$ cat src/rtl/fpnew_pkg.sv
// Minimal slice of the FPU package: only the IEEE exception status type
// that the writeback buffer stores alongside each result.
package fpnew_pkg;

  typedef struct packed {
    logic nv;  // invalid operation
    logic dz;  // divide by zero
    logic of;  // overflow
    logic uf;  // underflow
    logic nx;  // inexact
  } status_t;

endpackage

$ cat src/rtl/fpu_wb_pkg.sv
// Shared types and constants for the FPU writeback buffer.
package fpu_wb_pkg;

  import fpnew_pkg::*;

  localparam int unsigned FFLAGS_W     = 5;
  localparam int unsigned WB_RESULT_W  = 32;
  localparam int unsigned WB_TAG_W     = 5;

  // Entry layout at the default FPU configuration; the top rebuilds it from
  // its own parameters so other widths stay consistent.
  typedef struct packed {
    logic [WB_RESULT_W-1:0] result;
    status_t                status;
    logic [WB_TAG_W-1:0]    tag;
  } wb_entry_t;

  function automatic logic [FFLAGS_W-1:0] status_bits(input status_t s);
    return {s.nv, s.dz, s.of, s.uf, s.nx};
  endfunction

endpackage

$ cat src/rtl/fpu_wb_fifo.sv
// Generic in-order FIFO with wrapping pointers, an occupancy counter and flush.
module fpu_wb_fifo #(
  parameter int unsigned DataWidth = 8,
  parameter int unsigned Depth     = 4,
  localparam int unsigned PtrW     = $clog2(Depth),
  localparam int unsigned CntW     = $clog2(Depth + 1)
) (
  input  logic                 clk_i,
  input  logic                 rst_i,
  input  logic                 push_i,
  input  logic                 pop_i,
  input  logic                 flush_i,
  input  logic [DataWidth-1:0] data_i,
  output logic [DataWidth-1:0] data_o,
  output logic [CntW-1:0]      count_o,
  output logic                 full_o,
  output logic                 empty_o
);

  logic [DataWidth-1:0] mem_q [Depth];
  logic [PtrW-1:0]      wr_ptr_q, rd_ptr_q;
  logic [CntW-1:0]      count_q;
  logic                 push_ok, pop_ok;

  assign full_o  = (count_q == CntW'(Depth));
  assign empty_o = (count_q == '0);
  assign count_o = count_q;
  assign data_o  = mem_q[rd_ptr_q];

  // Flush wins over any transfer in the same cycle.
  assign push_ok = push_i & ~full_o & ~flush_i;
  assign pop_ok  = pop_i & ~empty_o & ~flush_i;

  always_ff @(posedge clk_i or posedge rst_i) begin
    if (rst_i) begin
      wr_ptr_q <= '0;
      rd_ptr_q <= '0;
      count_q  <= '0;
    end else if (flush_i) begin
      wr_ptr_q <= '0;
      rd_ptr_q <= '0;
      count_q  <= '0;
    end else begin
      if (push_ok) wr_ptr_q <= wr_ptr_q + PtrW'(1);
      if (pop_ok)  rd_ptr_q <= rd_ptr_q + PtrW'(1);
      case ({push_ok, pop_ok})
        2'b10:   count_q <= count_q + CntW'(1);
        2'b01:   count_q <= count_q - CntW'(1);
        default: count_q <= count_q;
      endcase
    end
  end

  // Storage is not reset: contents are only observed when count is non-zero.
  always_ff @(posedge clk_i) begin
    if (push_ok) mem_q[wr_ptr_q] <= data_i;
  end

endmodule

$ cat src/rtl/fpu_wb_buffer.sv
// FPU result buffer feeding register-file writeback, with sticky fflags
// accrued when results retire.
module fpu_wb_buffer
  import fpnew_pkg::*;
  import fpu_wb_pkg::*;
#(
  parameter int unsigned Width    = 32,
  parameter int unsigned TagWidth = 5,
  parameter int unsigned Depth    = 4,
  localparam int unsigned CntW    = $clog2(Depth + 1)
) (
  input  logic                clk_i,
  input  logic                rst_i,
  input  logic                in_valid_i,
  output logic                in_ready_o,
  input  logic [Width-1:0]    in_result_i,
  input  logic [FFLAGS_W-1:0] in_status_i,
  input  logic [TagWidth-1:0] in_tag_i,
  input  logic                flush_i,
  output logic                wb_valid_o,
  input  logic                wb_ready_i,
  output logic [Width-1:0]    wb_result_o,
  output logic [TagWidth-1:0] wb_tag_o,
  output logic [FFLAGS_W-1:0] fflags_o,
  input  logic                fflags_we_i,
  input  logic [FFLAGS_W-1:0] fflags_wdata_i,
  output logic [CntW-1:0]     count_o,
  output logic                busy_o
);

  typedef struct packed {
    logic [Width-1:0]    result;
    status_t             status;
    logic [TagWidth-1:0] tag;
  } entry_t;

  localparam int unsigned EntryW = $bits(entry_t);

  entry_t              in_entry, head;
  logic                full, empty, push, pop;
  logic [FFLAGS_W-1:0] fflags_q, fflags_d;

  // Handshake: a transfer happens on an edge where valid and ready are both
  // high. in_ready depends only on occupancy (never on wb_ready), and
  // wb_valid is masked by flush so flushed entries are never written back.
  assign in_ready_o = ~full;
  assign wb_valid_o = ~empty & ~flush_i;
  assign push       = in_valid_i & in_ready_o & ~flush_i;
  assign pop        = wb_valid_o & wb_ready_i;
  assign busy_o     = ~empty;

  assign in_entry.result = in_result_i;
  assign in_entry.status = status_t'(in_status_i);
  assign in_entry.tag    = in_tag_i;

  fpu_wb_fifo #(
    .DataWidth(EntryW),
    .Depth    (Depth)
  ) u_fifo (
    .clk_i  (clk_i),
    .rst_i  (rst_i),
    .push_i (push),
    .pop_i  (pop),
    .flush_i(flush_i),
    .data_i (in_entry),
    .data_o (head),
    .count_o(count_o),
    .full_o (full),
    .empty_o(empty)
  );

  assign wb_result_o = head.result;
  assign wb_tag_o    = head.tag;

  // Flags accrue on retirement, so a CSR write never hides a popped flag.
  always_comb begin
    fflags_d = fflags_we_i ? fflags_wdata_i : fflags_q;
    if (pop) fflags_d = fflags_d | status_bits(head.status);
  end

  always_ff @(posedge clk_i or posedge rst_i) begin
    if (rst_i) fflags_q <= '0;
    else       fflags_q <= fflags_d;
  end

  assign fflags_o = fflags_q;

endmodule

$ cat config.mk
export PLATFORM = sky130hd
export DESIGN_NAME = fpu_wb_buffer
export DESIGN_NICKNAME = d
export VERILOG_FILES = /design/src/rtl/fpnew_pkg.sv /design/src/rtl/fpu_wb_pkg.sv /design/src/rtl/fpu_wb_fifo.sv /design/src/rtl/fpu_wb_buffer.sv
export SDC_FILE = /design/constraint.sdc
export NUM_CORES = 1
export LEC_CHECK = 0
export BUFFER_PORTS_ARGS = -buffer_cell sky130_fd_sc_hd__buf_2
export CAP_MARGIN = 0
export CORE_MARGIN = 2
export CORE_UTILIZATION = 56
export DETAILED_ROUTE_END_ITERATION = 10
export PLACE_DENSITY_LB_ADDON = 0.12
export SLEW_MARGIN = 30
export SYNTH_ARGS = -nofsm -noshare
export SYNTH_HDL_FRONTEND = slang
export SYNTH_SLANG_ARGS = --single-unit
$ cat constraint.sdc
create_clock -name clk_i -period 2.7 [get_ports clk_i]
set_input_delay 0.135 -clock clk_i [delete_from_list [all_inputs] [get_ports clk_i]]
set_output_delay 0.135 -clock clk_i [all_outputs]
set_load 0.01 [all_outputs]
# Yosys cells after proc, flatten, opt, wreduce, memory -nomap -nowiden
# Memories as Yosys holds them, arrays and structs flattened.
# Index checks and enable logic that the tools add are counted.
[classes]
add_sub_neg = 4
n_eq_ne = 3
mux = 10
bitwise_logic = 12
n_reduce_logical = 4
[ops]
columns = ["operator", "n"]
rows = [
  ["2-to-1 mux 5 bit", 2],
  ["AND 1 bit", 8],
  ["2-to-1 mux 2 bit", 4],
  ["case mux 3 bit (2 select lines)", 1],
  ["bitwise OR 5 bit", 1],
  ["adder 2 x 1 -> 2 bit, second input constant", 2],
  ["nonzero test 2 bit", 2],
  ["adder 3 x 1 -> 3 bit, second input constant", 1],
  ["== test 3 bit, second input constant", 1],
  ["zero test 3 bit", 1],
  ["2-to-1 mux 3 bit", 1],
  ["NOT 1 bit", 3],
  ["nonzero test 3 bit", 1],
  ["subtractor 3 x 1 -> 3 bit, second input constant", 1],
  ["== test 2 x 1 -> 1 bit, second input constant", 1],
  ["== test 2 bit, second input constant", 1],
  ["2-to-1 mux 1 bit", 2],
]
[totals]
reg_bits = 12
ramBits = 168
out_inout_bits = 48
mem_count = 1
[memory_table]
columns = ["name", "depth", "word_bits", "read_ports", "rd_ports_with_merged_regs", "wr", "line_no", "text"]
rows = [
  ["u_fifo.mem_q", 4, 42, 1, 0, 1, "fpu_wb_fifo.sv:20", "logic [DataWidth-1:0] mem_q [Depth];"],
]

# Longest topological paths before layout
# Gate-level depths: netlist (run 1).
[logic_depth]
ltp_word = 9
depth_mapped = 8

# Cells and area by module
# From an unflattened synthesis (run 1), not the netlist that was laid out.
[unflattened]
cells_unflattened = 307
hier_area_um2 = 6894.1
[modules_own_cells]
columns = ["mod", "instances", "cells_each", "area_per_inst_um2", "seq_area_each_um2"]
rows = [
  ["fpu_wb_fifo", 1, 285, 6641.4, 5220.0],
  ["fpu_wb_buffer", 1, 22, 252.7, 125.1],
]

# Worst setup path after synthesis (run 1)
# Ideal clock, no wire load.
[synth_path]
kind = "flip-flop to flip-flop"
startpoint = "register u_fifo.count_q[2] (netlist: u_fifo.count_o[2])"
endpoint = "memory u_fifo.mem_q[0][0] in the netlist's numbering, enable pin"
setup_ns = 0.404
arrival_time_ns = 2.018
t_required_ns = 2.296
setup_slack_ns = 0.278
path_stages_with_launch = 5
path_buffers = 0
period_less_slack_ns = 2.422
cell_sequence = "dfrtp_1 or3b_4 nand2_4 nor2_1 and2_1"
[synth_via]
elab_chain_len = 8
[synth_rtl]
columns = ["element", "line_no", "text"]
rows = [
  ["from (decl)", "fpu_wb_fifo.sv:22", "logic [CntW-1:0] count_q;"],
  ["from (signal assigned)", "fpu_wb_fifo.sv:47", "2'b10: count_q <= count_q + CntW'(1);"],
  ["from (signal assigned)", "fpu_wb_fifo.sv:48", "2'b01: count_q <= count_q - CntW'(1);"],
  ["from (signal assigned)", "fpu_wb_fifo.sv:49", "default: count_q <= count_q;"],
  ["== test 3 bit (*)", "fpu_wb_fifo.sv:25", "assign full_o = (count_q == CntW'(Depth));"],
  ["NOT 1 bit (*)", "fpu_wb_buffer.sv:46", "assign in_ready_o = ~full;"],
  ["via in_ready_o", "fpu_wb_buffer.sv:15", "output logic in_ready_o,"],
  ["AND 1 bit (2 in series)", "fpu_wb_buffer.sv:48", "assign push = in_valid_i & in_ready_o & ~flush_i;"],
  ["AND 1 bit (*) (2 in series)", "fpu_wb_fifo.sv:31", "assign push_ok = push_i & ~full_o & ~flush_i;"],
  ["2-to-1 mux 1 bit (*)", "fpu_wb_fifo.sv:56", "if (push_ok) mem_q[wr_ptr_q] <= data_i;"],
  ["2-to-1 mux 1 bit (not written as such) (*)", "fpu_wb_fifo.sv:56", ""],
  ["to (decl)", "fpu_wb_fifo.sv:20", ""],
]
# The timed path passes the listed nets; every way through them passes the cells marked *.

# Worst setup path after layout (run 1)
[layout_path]
startpoint = "register u_fifo.rd_ptr_q[0]"
endpoint = "output wb_result_o[1]"
[layout_via]
elab_chain_len = 1
[layout_rtl]
columns = ["element", "line_no", "text"]
rows = [
  ["from (decl)", "fpu_wb_fifo.sv:21", "logic [PtrW-1:0] wr_ptr_q, rd_ptr_q;"],
  ["from (signal assigned)", "fpu_wb_fifo.sv:45", "if (pop_ok) rd_ptr_q <= rd_ptr_q + PtrW'(1);"],
  ["memory (4 x 42 bit)", "n/a", ""],
  ["to (decl)", "fpu_wb_buffer.sv:22", "output logic [Width-1:0] wb_result_o,"],
]
# No other way between the ends.

==> results of run 1 <==
## worst min path at each step
stage                    endpoint  slack [ns]
6_report        u_fifo.count_o[0]        0.07
5_1_grt        u_fifo.wr_ptr_q[1]        0.07
4_1_cts         u_fifo.count_o[0]        0.05
3_5_place_dp          fflags_o[2]        0.18
3_3_place_gp          fflags_o[2]        0.17
2_1_floorplan         fflags_o[0]     -0.0003
## through the flow
stage                     power [mW]  util, %  area, sq um
after floorplan                 3.69        -         6830
after global placement          3.91     62.8         7510
after detailed placement        3.93     62.8         7510
after CTS                       6.26     71.3         8530
after global routing            6.41     71.3         8530
final                           6.18     71.3         8530
## final cells by class
class                   instances  area, sq um
inverters                       3         11.3
flip-flops and latches        180         5350
repair buffers                155         1060
fillers                       729         3430
clock buffers                  18          429
multi-input cells             101         1380
well taps                     147          184
clock inverters                11          114
## worst register-to-register path: cells and delay by family (launching register included)
kind                       cells  cell delay [ns]
adders and majority gates      1             0.40
AOI/OAI and AO/OA              2             0.60
DFF                            1             0.49
and+or+nand+nor                4             0.61
## report_power, final
part | leakage [nW] | internal (mW) | switching (mW)
Clock | 0.259 | 1.34 | 0.929
Combinational | 1.03 | 0.365 | 0.308
Sequential | 1.68 | 3.16 | 0.0777
## registers in the layout (all words and copies together) (netlist names)
name	count
u_fifo.count_o	3
u_fifo.wr_ptr_q	2
fflags_o	5
u_fifo.mem_q	168
u_fifo.rd_ptr_q	2
## cells in the mapped netlist (2+ instances only)
cell                       instances  area share [%]
sky130_fd_sc_hd__ha_1              4            0.73
sky130_fd_sc_hd__nand3_1           2            0.15
sky130_fd_sc_hd__a21oi_1           2            0.15
sky130_fd_sc_hd__buf_2             7            0.51
sky130_fd_sc_hd__and2_1            5            0.46
sky130_fd_sc_hd__a221o_1           5            0.73
sky130_fd_sc_hd__xor2_1            2            0.26
sky130_fd_sc_hd__o21ai_0           2            0.15
sky130_fd_sc_hd__nor2b_1           7            0.64
sky130_fd_sc_hd__nand2_1           5            0.27
sky130_fd_sc_hd__edfxtp_1        168              74
sky130_fd_sc_hd__xnor2_1           3            0.38
sky130_fd_sc_hd__dfrtp_1          12             4.4
sky130_fd_sc_hd__buf_8             2            0.44
sky130_fd_sc_hd__inv_1             3            0.16
sky130_fd_sc_hd__buf_1             2            0.11
sky130_fd_sc_hd__mux4_2           42              14
sky130_fd_sc_hd__nor2_1            6            0.33
sky130_fd_sc_hd__or3_1             2            0.18
## kinds of logic (layout without fill, tap and decap cells)
kind of cell,count (synthesis),after routing
buf+inv,17,187
flops,180,180
simple gates,34,34
fa+ha+maj,5,5
compound gates,15,15
xor+xnor,5,5
mux,42,42
## per-layer routing
metal / GRT usage [%] / vias up
met5: 0 / -
met4: 6.99 / 0
met3: 5.08 / 11
met2: 29.9 / 94
met1: 26.3 / 1717
li1: - / 1555
## what timing repair did
action	in CTS	in global routing
hold buffers	48	0
endpoints found under the hold margin	185	0
buffers inserted	0	0
==> impl_summary.txt, run 1 <==
----------------------------------------------------
[Worst setup path]
  Worst setup EP type ... output port
  Crit. Startpoint ... u_fifo.rd_ptr_q[0]
  Required @ worst endpoint ... between 2 and 3 ns
  Startpoint Class ... register
  Instance count on the critical path ... 3
  Worst path max stage delay ... between 0.7 and 0.8 ns
  Reg-to-reg endpoint ... u_fifo.count_o[2]
  Worst setup path category ... register to output port
  Critical path buffer and inverter count ... 2
  Arrival time at the worst endpoint ... roughly 2.1 ns
  Cell family with most CP delay ... flip-flops
  Crit Path Max Fanout ... 24
  Library cell contributing the largest single delay on the critical path ... sky130_fd_sc_hd__dfrtp_4
  Launching point of the worst reg2reg path ... u_fifo.count_o[0]
  Cell-by-cell trace of the critical path ... buf_4, mux4_2, buf_2
  Internal reg-to-reg setup slack ... between 0.5 and 0.6 ns
  Path depth of the worst reg2reg path ... 7
  Setup crit end ... wb_result_o[1]

[Place]
  DP Worst Slack ... around 0.53 ns
  Placed insts ... 538
  HPWL reported at the end of detailed placement ... approximately 6.5 mm
  GP Congestion ... approximately 0.73
  PortBufs ... 100

[Global routing]
  Global routing usage summed across all routing layers ... 19.1%
  Via count of the first global-routing pass ... between 3k and 4k
  Largest net degree at the start of global routing ... 43
  Global route total overflow ... 0
  First-pass GRT wire length ... around 18 mm
  Antenna violations before repair ... 0

[Synth]
  Main combinational cell family by area after synthesis ... multiplexers
  Post-synthesis instance area ... between 6000 and 7000 sq um
  Area fraction in and, or, nand and nor cells after synthesis ... under 10%
  Compound-gate portion of the synthesized area ... ~1.7%
  Synth Flop Type ... sky130_fd_sc_hd__edfxtp_1
  Mapped Nets ... 356
  Synthesized instance count ... between 200 and 300
  Number of unique standard cell types used by synthesis ... 36
  Sequential cell area fraction in the yosys report ... 78.3%
  Number of warnings issued by yosys ... 0
  Post-synthesis share of cell area spent on xor and xnor gates ... 0.641%
  Async set-or-reset flop fraction in the synthesized netlist ... between 6 and 7%
  EDFF count, synth ... 168
  Syn Area/Cell ... 22.9 sq um
  Fraction of synthesized area in multiplexers ... 13.9%
  Count of state elements after synthesis ... 180
  Share of synthesized cell area in full adder, half adder and majority cells ... about 1.0%

[Floorplan]
  Initial core utilization ... between 50% and 60%
  Area inside the core boundary ... between 10000 and 15000 sq um
  Area enclosed by the die boundary ... about 13000 sq um
  Width of the die ... 114 um
  Site row count ... 40
  Die outline height ... approximately 110 um
  Io pins ... around 100

[Route]
  Mean routed wirelength per cell ... about 19 um
  Via Count ... 3377
  Number of nets with antenna violations after routing ... 0
  Uppermost metal layer occupied by signal nets ... met4
  Number of design-rule violations left by the first detailed-router iteration ... between 200 and 250
  DR vias/cell ... between 5 and 6
  Routed length on met1 ... 5.17 mm
  Routed wire length on met3 ... ~580 um
  DRC viols ... 0
  1st-pass router iterations ... 4
  Routed wl met2 ... 5.86 mm
  Total wire length ... 11.7 mm

[STA]
  F_max ... about 0.44 GHz
  Number of endpoints failing setup at the final stage ... 0
  Actual transition at the worst max-transition pin ... slightly below 0.7 ns
  Shortest clock period the worst path allows after layout ... roughly 2.3 ns
  Final count of hold timing violations ... 0
  Relative max-transition margin ... around 54%
  Clock skew ... ~0.0040 ns
  Final worst-path cycle share ... roughly 84%
  Count of pins over their slew limit ... 0
  Setup ws final ... 0.441 ns
  Worst hold margin ... ~0.07 ns
  Post-Route Setup TNS ... 0 ns
  RSZ-0062 raised after global routing ... no

[Min path]
  HP Class ... input port to register
  Start point of the worst min-delay path ... flush_i
  Cell count of the worst hold path ... 2

[Cells and area]
  Final antenna diode count ... 0
  Area overhead of the layout relative to synthesis ... 24.9%
  Commonest non-fill, non-tap cell in the layout ... sky130_fd_sc_hd__edfxtp_1
  Fraction of layout instances using a drive strength above 1 ... 39.7%
  Final standard cell count with taps included and fillers excluded ... between 600 and 700
  Number of nets in the layout ... around 520
  Highest-count cells in the layout ignoring fill and taps ... 168 x sky130_fd_sc_hd__edfxtp_1, 100 x sky130_fd_sc_hd__buf_2, 48 x sky130_fd_sc_hd__dlygate4sd3_1

[Clock network]
  Cells resized by post-CTS repair ... 0
  Clock slew at the register clock pins of the worst setup and hold paths ... 0.06 ns
  Sink Count ... 180
  Clock Path Buffers ... 2
  Total clock buffers created by CTS ... 17
  Skew-Pair Late Insertion Delay ... slightly above 0.4 ns
  H-tree level count ... 4
  CTS tree ... built
  Clock tree root buffer cell ... sky130_fd_sc_hd__clkbuf_16

[Pwr]
  PD cells ... 724 nW/um^2
  Lkg Pwr ... ~3.0 nW
  Maximum ir drop on the vdd rail ... between 0.0005 and 0.0006 V

[Outcome]
  Outcome ... complete, no violations

[Flow run]
  Max Cap Viol ... 0

----------------------------------------------------
Note: power is estimated with default switching activity, not from simulation.
==> run 2: changes to the inputs <==
- clock period: 2.7 -> 2.09 ns (I/O delays scaled with it)
==> run 2 against run 1 <==
  * Final cell count rose by 1.8%
  * Via count up 2.4%
  * Non-clock buffer count is 8 higher
  * Global-route usage grew 0.61 points
  * Critical path depth stayed put
  * Hold slack worse by 0.050 ns
  * Sequential power rose by 28%
  * First-iteration DRC count decreased by 1.7%
  * Critical path type unchanged
  * Highest routed layer unchanged
==> impl_summary.txt, run 2 (synthesis results as in run 1) <==
----------------------------------------------------
[Outcome]
  Outcome ... complete, no violations

[Cells and area]
  Cell area after layout ... 8720 sq um (+2.2%)
  End-of-flow core utilization ... 72.9% (+1.6 points)
  Highest-count cells in the layout ignoring fill and taps ... 168 x sky130_fd_sc_hd__edfxtp_1, 100 x sky130_fd_sc_hd__buf_2, 48 x sky130_fd_sc_hd__dlygate4sd3_1
  Area occupied by multi-input gates ... 1390 sq um (+0.63%)
  Area occupied by registers ... 5350 sq um (about the same)
  Register ranked first by flip-flop count ... u_fifo.mem_q
  Number of nets in the layout ... 524 (+1.6%)
  Layout fillers ... 713 (-2.2%)
  Fraction of layout instances using a drive strength above 1 ... 41.2% (+1.5 points)
  Number of flip-flops in the largest register ... 168 (unchanged)
  Area overhead of the layout relative to synthesis ... 27.6%
  Commonest non-fill, non-tap cell in the layout ... sky130_fd_sc_hd__edfxtp_1

[Place]
  Placed cell areas ... 7580 sq um (+1.0%)
  PortBufs ... 100 (unchanged)
  HPWL reported at the end of detailed placement ... 6.67 mm (+2.6%)
  GP Congestion ... 0.749 (+2.6%)

[STA]
  Final worst-path cycle share ... between 90 and 100%
  Count of pins over their slew limit ... 0 (unchanged)
  Clock skew ... 0.00472 ns (+0.000682 ns)
  F_max ... between 0.5 and 0.6 GHz
  Actual transition at the worst max-transition pin ... 0.494 ns (-0.191 ns)
  Number of endpoints failing setup at the final stage ... 0 (unchanged)
  Post-Route Setup TNS ... 0 ns (unchanged)
  RSZ-0062 raised after global routing ... no
  Shortest clock period the worst path allows after layout ... about 1.9 ns
  Final count of hold timing violations ... 0 (unchanged)
  Relative max-transition margin ... 67.0% (+13 points)

[Worst setup path]
  Worst path max stage delay ... 0.59 ns (-0.14 ns)
  Worst setup path category ... register to output port
  Cell family with most CP delay ... flip-flops
  Crit Path Max Fanout ... 31 (+29%)
  Worst setup EP type ... output port
  Required @ worst endpoint ... 1.99 ns (-0.58 ns)
  Startpoint Class ... register
  Critical path buffer and inverter count ... 2 (unchanged)
  Library cell contributing the largest single delay on the critical path ... sky130_fd_sc_hd__dfrtp_2
  Cell-by-cell trace of the critical path ... buf_12, mux4_2, buf_2
  Arrival time at the worst endpoint ... 1.82 ns (-0.30 ns)

[Clock network]
  CTS tree ... built
  Total clock buffers created by CTS ... 17 (unchanged)
  H-tree level count ... 4 (unchanged)
  Clock tree root buffer cell ... sky130_fd_sc_hd__clkbuf_16
  Clock slew at the register clock pins of the worst setup and hold paths ... 0.06 ns (about the same)
  Skew-Pair Late Insertion Delay ... 0.41 ns (about the same)
  Sink Count ... 180 (unchanged)
  Clock Path Buffers ... 2 (unchanged)

[Floorplan]
  Initial core utilization ... 57.1% (unchanged)
  Area inside the core boundary ... 12000 sq um (unchanged)
  Site row count ... 40 (unchanged)
  Width of the die ... 114 um (unchanged)
  Die outline height ... 114 um (unchanged)
  Io pins ... 101 (unchanged)
  Area enclosed by the die boundary ... 13100 sq um (unchanged)

[Global routing]
  Global route total overflow ... 0 (unchanged)
  First-pass GRT wire length ... 18.8 mm (+3.1%)
  Antenna violations before repair ... 0 (unchanged)
  Largest net degree at the start of global routing ... 43 (unchanged)
  Via count of the first global-routing pass ... 3707 (+6.6%)
  Global routing usage summed across all routing layers ... 19.7% (+0.61 points)

[Route]
  Number of design-rule violations left by the first detailed-router iteration ... 236 (-1.7%)
  Via Count ... 3458 (+2.4%)
  1st-pass router iterations ... 4 (unchanged)
  DR vias/cell ... 5.52 (+0.60%)
  Number of nets with antenna violations after routing ... 0 (unchanged)
  DRC viols ... 0 (unchanged)
  Mean routed wirelength per cell ... 19.2 um (+0.93%)
  Total wire length ... 12.0 mm (+2.7%)

[Min path]
  HP Class ... input port to register

[Pwr]
  PD cells ... 953 nW/um^2 (+32%)
  Maximum ir drop on the vdd rail ... 0.000593 V (+2.7%)
  Lkg Pwr ... 3.05 nW (+3.0%)

[Flow run]
  Max Cap Viol ... 0 (unchanged)

----------------------------------------------------
run 2: changes by cell type in the layout (fill, tap and decap cells not counted), sizes merged:
cell      change
bufinv        +2
buf           +8
diode         +1
clkinvlp      -3
clkbuf        +1
clkinv        +2
run 2: worst paths after layout:
check	start	endpoint	slack, ns	cells past startpoint
worst min register to register	fflags_o[1]	fflags_o[1]	0.61	2
worst max-delay path	u_fifo.rd_ptr_q[1]	wb_result_o[24]	0.17	3
worst min-delay path	flush_i	u_fifo.rd_ptr_q[1]	0.02	2
min in group asynchronous	rst_i	fflags_o[4]	0.25	3
max in group asynchronous	rst_i	u_fifo.rd_ptr_q[0]	1.47	3
worst max register to register	u_fifo.count_o[1]	u_fifo.count_o[2]	0.19	7
run 2: layer usage:
metal,share of wire [%],track usage [%],up-vias
li1,-,-,1571
met1,42,24.7,1781
met2,53,33.5,92
met3,4.2,4.50,14
met4,1.6,8.05,0
met5,0,0,-
run 2: timing repair:
action                     in CTS  in global routing
pin swaps                       0                  0
setup endpoints to repair      26                  1
gates resized for setup         0                  4
cloned                          0                  0
hold buffers                   48                  0
setup buffers                   2                  4
hold endpoints to repair      185                  0
run 2: power breakdown:
group | internal [mW] | switching [mW]
clock network | 1.98 | 1.21
logic | 0.521 | 0.459
registers | 4.09 | 0.0573
run 2: cell type report:
type,instances,share of cell area [%]
tap,147,2.11
antenna,1,0.0287
multi-input combinational,101,16.0
clock buffer,19,4.97
clock inverter,12,1.84
inverter,3,0.129
sequential,180,61.4
timing repair buffer,163,13.5
run 2: through the flow:
step	power, mW	hold WS [ns]	std cells	setup slack [ns]
final	8.31	0.0211	626	0.167
after global routing	8.58	0.0307	625	0.00528
after CTS	8.35	0.0108	621	0.113
after detailed placement	5.11	0.148	540	0.136
after global placement	5.09	0.134	540	0.183
after floorplan	4.77	-0.0308	298	0.0535
==> run 3: changes to the inputs <==
- CORE_ASPECT_RATIO: default -> 1.75
- GPL_TIMING_DRIVEN: default -> 0
- clock period: 2.09 -> 2.1 ns (I/O delays scaled with it)
==> run 3 against run 2 <==
  * Global-route usage increased by 0.28 points
  * Largest cell class unchanged
  * Sequential power about the same
  * Wire length increased by 0.86%
  * Combinational power is 2% higher
==> impl_summary.txt, run 3 (synthesis results as in run 1) <==
----------------------------------------------------
[Worst setup path]
  Worst setup EP type ... register
  Startpoint Class ... register
  Path depth of the worst reg2reg path ... 4 (-3)
  Library cell contributing the largest single delay on the critical path ... sky130_fd_sc_hd__and2_4
  Crit. Startpoint ... u_fifo.count_o[2]
  Setup crit end ... u_fifo.mem_q[3][41]
  Arrival time at the worst endpoint ... 2.05 ns (+0.23 ns)
  Instance count on the critical path ... 4 (+1)
  Required @ worst endpoint ... 2.16 ns (+0.17 ns)
  Launching point of the worst reg2reg path ... u_fifo.count_o[2]
  Internal reg-to-reg setup slack ... 0.10 ns (-0.09 ns)
  Worst setup path category ... register to register
  Crit Path Max Fanout ... 42 (+35%)
  Cell family with most CP delay ... simple AND/OR/NAND/NOR gates
  Reg-to-reg endpoint ... u_fifo.mem_q[3][41]
  Critical path buffer and inverter count ... 0 (-2)
  Cell-by-cell trace of the critical path ... or3b_4, nand2_4, nor2_2, and2_4
  Worst path max stage delay ... 0.61 ns (+0.02 ns)

[Clock network]
  Clock Path Buffers ... 2 (unchanged)
  Clock slew at the register clock pins of the worst setup and hold paths ... 0.07 ns (about the same)
  Skew-Pair Late Insertion Delay ... 0.42 ns (about the same)
  CTS tree ... built
  H-tree level count ... 4 (unchanged)
  Total clock buffers created by CTS ... 17 (unchanged)
  Clock tree root buffer cell ... sky130_fd_sc_hd__clkbuf_16
  Sink Count ... 180 (unchanged)

[Floorplan]
  Area enclosed by the die boundary ... 13100 sq um (+0.26%)
  Area inside the core boundary ... 11900 sq um (-0.21%)
  Initial core utilization ... 57.2% (+0.12 points)
  Die outline height ... 150 um (+31%)
  Io pins ... 101 (unchanged)
  Width of the die ... 87.5 um (-24%)
  Site row count ... 53 (+33%)

[Pwr]
  Lkg Pwr ... 3.05 nW (-0.12%)
  Clk pwr share ... 37.2% (-1.1 points)
  Internal power contribution ... 6.19 mW (-5.9%)
  Gate power share ... 12.2% (+0.4 points)
  Sequential group share of total power ... 50.5% (+0.6 points)
  Switching power as a share of total power ... 23.9% (+3.2 points)
  Total net switching power ... 1.95 mW (+13%)
  PD cells ... 939 nW/um^2 (-1.5%)
  Maximum ir drop on the vdd rail ... 0.00113 V (+91%)

[Place]
  PortBufs ... 97 (-3.0%)
  DP Worst Slack ... -0.179 ns (-0.315 ns)
  HPWL reported at the end of detailed placement ... 7.07 mm (+6.1%)
  GP Congestion ... 0.722 (-3.5%)

[STA]
  Actual transition at the worst max-transition pin ... 0.674 ns (+0.180 ns)
  Setup ws final ... 0.102 ns (-0.0645 ns)
  Final worst-path cycle share ... around 95%
  Relative max-transition margin ... 55.1% (-12 points)
  F_max ... between 0.5 and 0.6 GHz
  Number of endpoints failing setup at the final stage ... 0 (unchanged)
  RSZ-0062 raised after global routing ... no
  Clock skew ... 0.0131 ns (+0.00836 ns)
  Count of pins over their slew limit ... 0 (unchanged)
  Post-Route Setup TNS ... 0 ns (unchanged)
  Final count of hold timing violations ... 0 (unchanged)
  Shortest clock period the worst path allows after layout ... between 1.5 and 2 ns

[Global routing]
  Largest net degree at the start of global routing ... 43 (unchanged)
  First-pass GRT wire length ... 18.8 mm (+0.18%)
  Via count of the first global-routing pass ... 3688 (-0.51%)
  Antenna violations before repair ... 0 (unchanged)
  Global route total overflow ... 0 (unchanged)
  Global routing usage summed across all routing layers ... 20.0% (+0.28 points)

[Cells and area]
  Number of nets in the layout ... 526 (+0.38%)
  Register ranked first by flip-flop count ... u_fifo.mem_q
  Area overhead of the layout relative to synthesis ... 27.0%
  Highest-count cells in the layout ignoring fill and taps ... 168 x sky130_fd_sc_hd__edfxtp_1, 101 x sky130_fd_sc_hd__buf_2, 48 x sky130_fd_sc_hd__dlygate4sd3_1
  Commonest non-fill, non-tap cell in the layout ... sky130_fd_sc_hd__edfxtp_1
  Fraction of layout instances using a drive strength above 1 ... 42.2% (+0.99 points)
  Number of flip-flops in the largest register ... 168 (unchanged)
  Final antenna diode count ... 0 (-1)

[Route]
  Total wire length ... 12.1 mm (+0.86%)
  Number of nets with antenna violations after routing ... 0 (unchanged)
  Mean routed wirelength per cell ... 19.6 um (+2.2%)
  Via Count ... 3443 (-0.43%)
  DR vias/cell ... 5.57 (+0.86%)
  DRC viols ... 0 (unchanged)
  1st-pass router iterations ... 4 (unchanged)
  Number of design-rule violations left by the first detailed-router iteration ... 227 (-3.8%)

[Min path]
  HP Class ... input port to register

[Outcome]
  Outcome ... complete, no violations

[Flow run]
  Max Cap Viol ... 0 (unchanged)

----------------------------------------------------
[run 3: cell types whose count changed in the layout (fill, tap and decap cells not counted), sizes merged]
cell and change:
buf +1, bufinv -4, clkinv -1, diode -1, inv +7
[run 3: final cells by class]
type	instances	area, sq um
Tap cell	137	171
Clock buffer	18	429
Timing Repair Buffer	151	1020
Inverter	3	11.3
Buffer	14	124
Clock inverter	14	160
Multi-Input combinational cell	101	1410
Sequential cell	180	5350
Fill cell	735	3260
[run 3: what timing repair did]
| item | CTS | global route |
|---|---|---|
| setup buffers | 1 | 5 |
| setup endpoints to repair | 186 | 179 |
| resized for setup | 9 | 7 |
| endpoints found under the hold margin | 185 | 0 |
| pin swaps | 4 | 0 |
| hold buffers | 48 | 0 |
[run 3: how the worst min path moves through the flow]
| stage | startpoint | to | slack (ns) | depth (start not counted) |
|---|---|---|---|---|
| finish | in_valid_i | u_fifo.wr_ptr_q[1] | 0.04 | 3 |
| global route | in_valid_i | u_fifo.wr_ptr_q[1] | 0.03 | 3 |
| CTS | in_valid_i | u_fifo.wr_ptr_q[1] | 0.009 | 3 |
| detailed placement | rst_i | fflags_o[1] | 0.14 | 2 |
| global placement | rst_i | fflags_o[1] | 0.14 | 2 |
| floorplan | rst_i | fflags_o[0] | -0.03 | 1 |
[run 3: metal layers]
layer  GRT usage, %  vias up  wire length, um
li1               -     1574                -
met1           23.4     1770             4610
met2           35.0       85             6760
met3           5.41       14              567
met4           6.92        0              199
met5              0        -                0
[run 3: worst min-delay path, stage by stage]
cell	delay [ns]
sky130_fd_sc_hd__buf_2	0.16
sky130_fd_sc_hd__nand3_1	0.08
sky130_fd_sc_hd__a21oi_1	0.06
[run 3: power by group through the flow]
stage	Sequential, mW	Combinational, mW	Clock, mW
floorplan	4.19	0.555	0
global placement	4.18	0.861	0
detailed placement	4.19	0.878	0
CTS	4.12	0.975	3.10
global route	4.13	1.08	3.25
finish	4.12	0.997	3.03
[run 3: stage by stage]
| stage | util (%) | cell area (sq um) | hold WS, ns | power (mW) | cells |
|---|---|---|---|---|---|
| after floorplan | - | 6830 | -0.0303 | 4.74 | 298 |
| after global placement | 62.8 | 7490 | 0.137 | 5.04 | 532 |
| after detailed placement | 62.8 | 7500 | 0.140 | 5.07 | 532 |
| after CTS | 72.1 | 8610 | 0.00864 | 8.19 | 613 |
| after global routing | 72.7 | 8670 | 0.0327 | 8.46 | 618 |
| final | 72.7 | 8670 | 0.0370 | 8.14 | 618 |
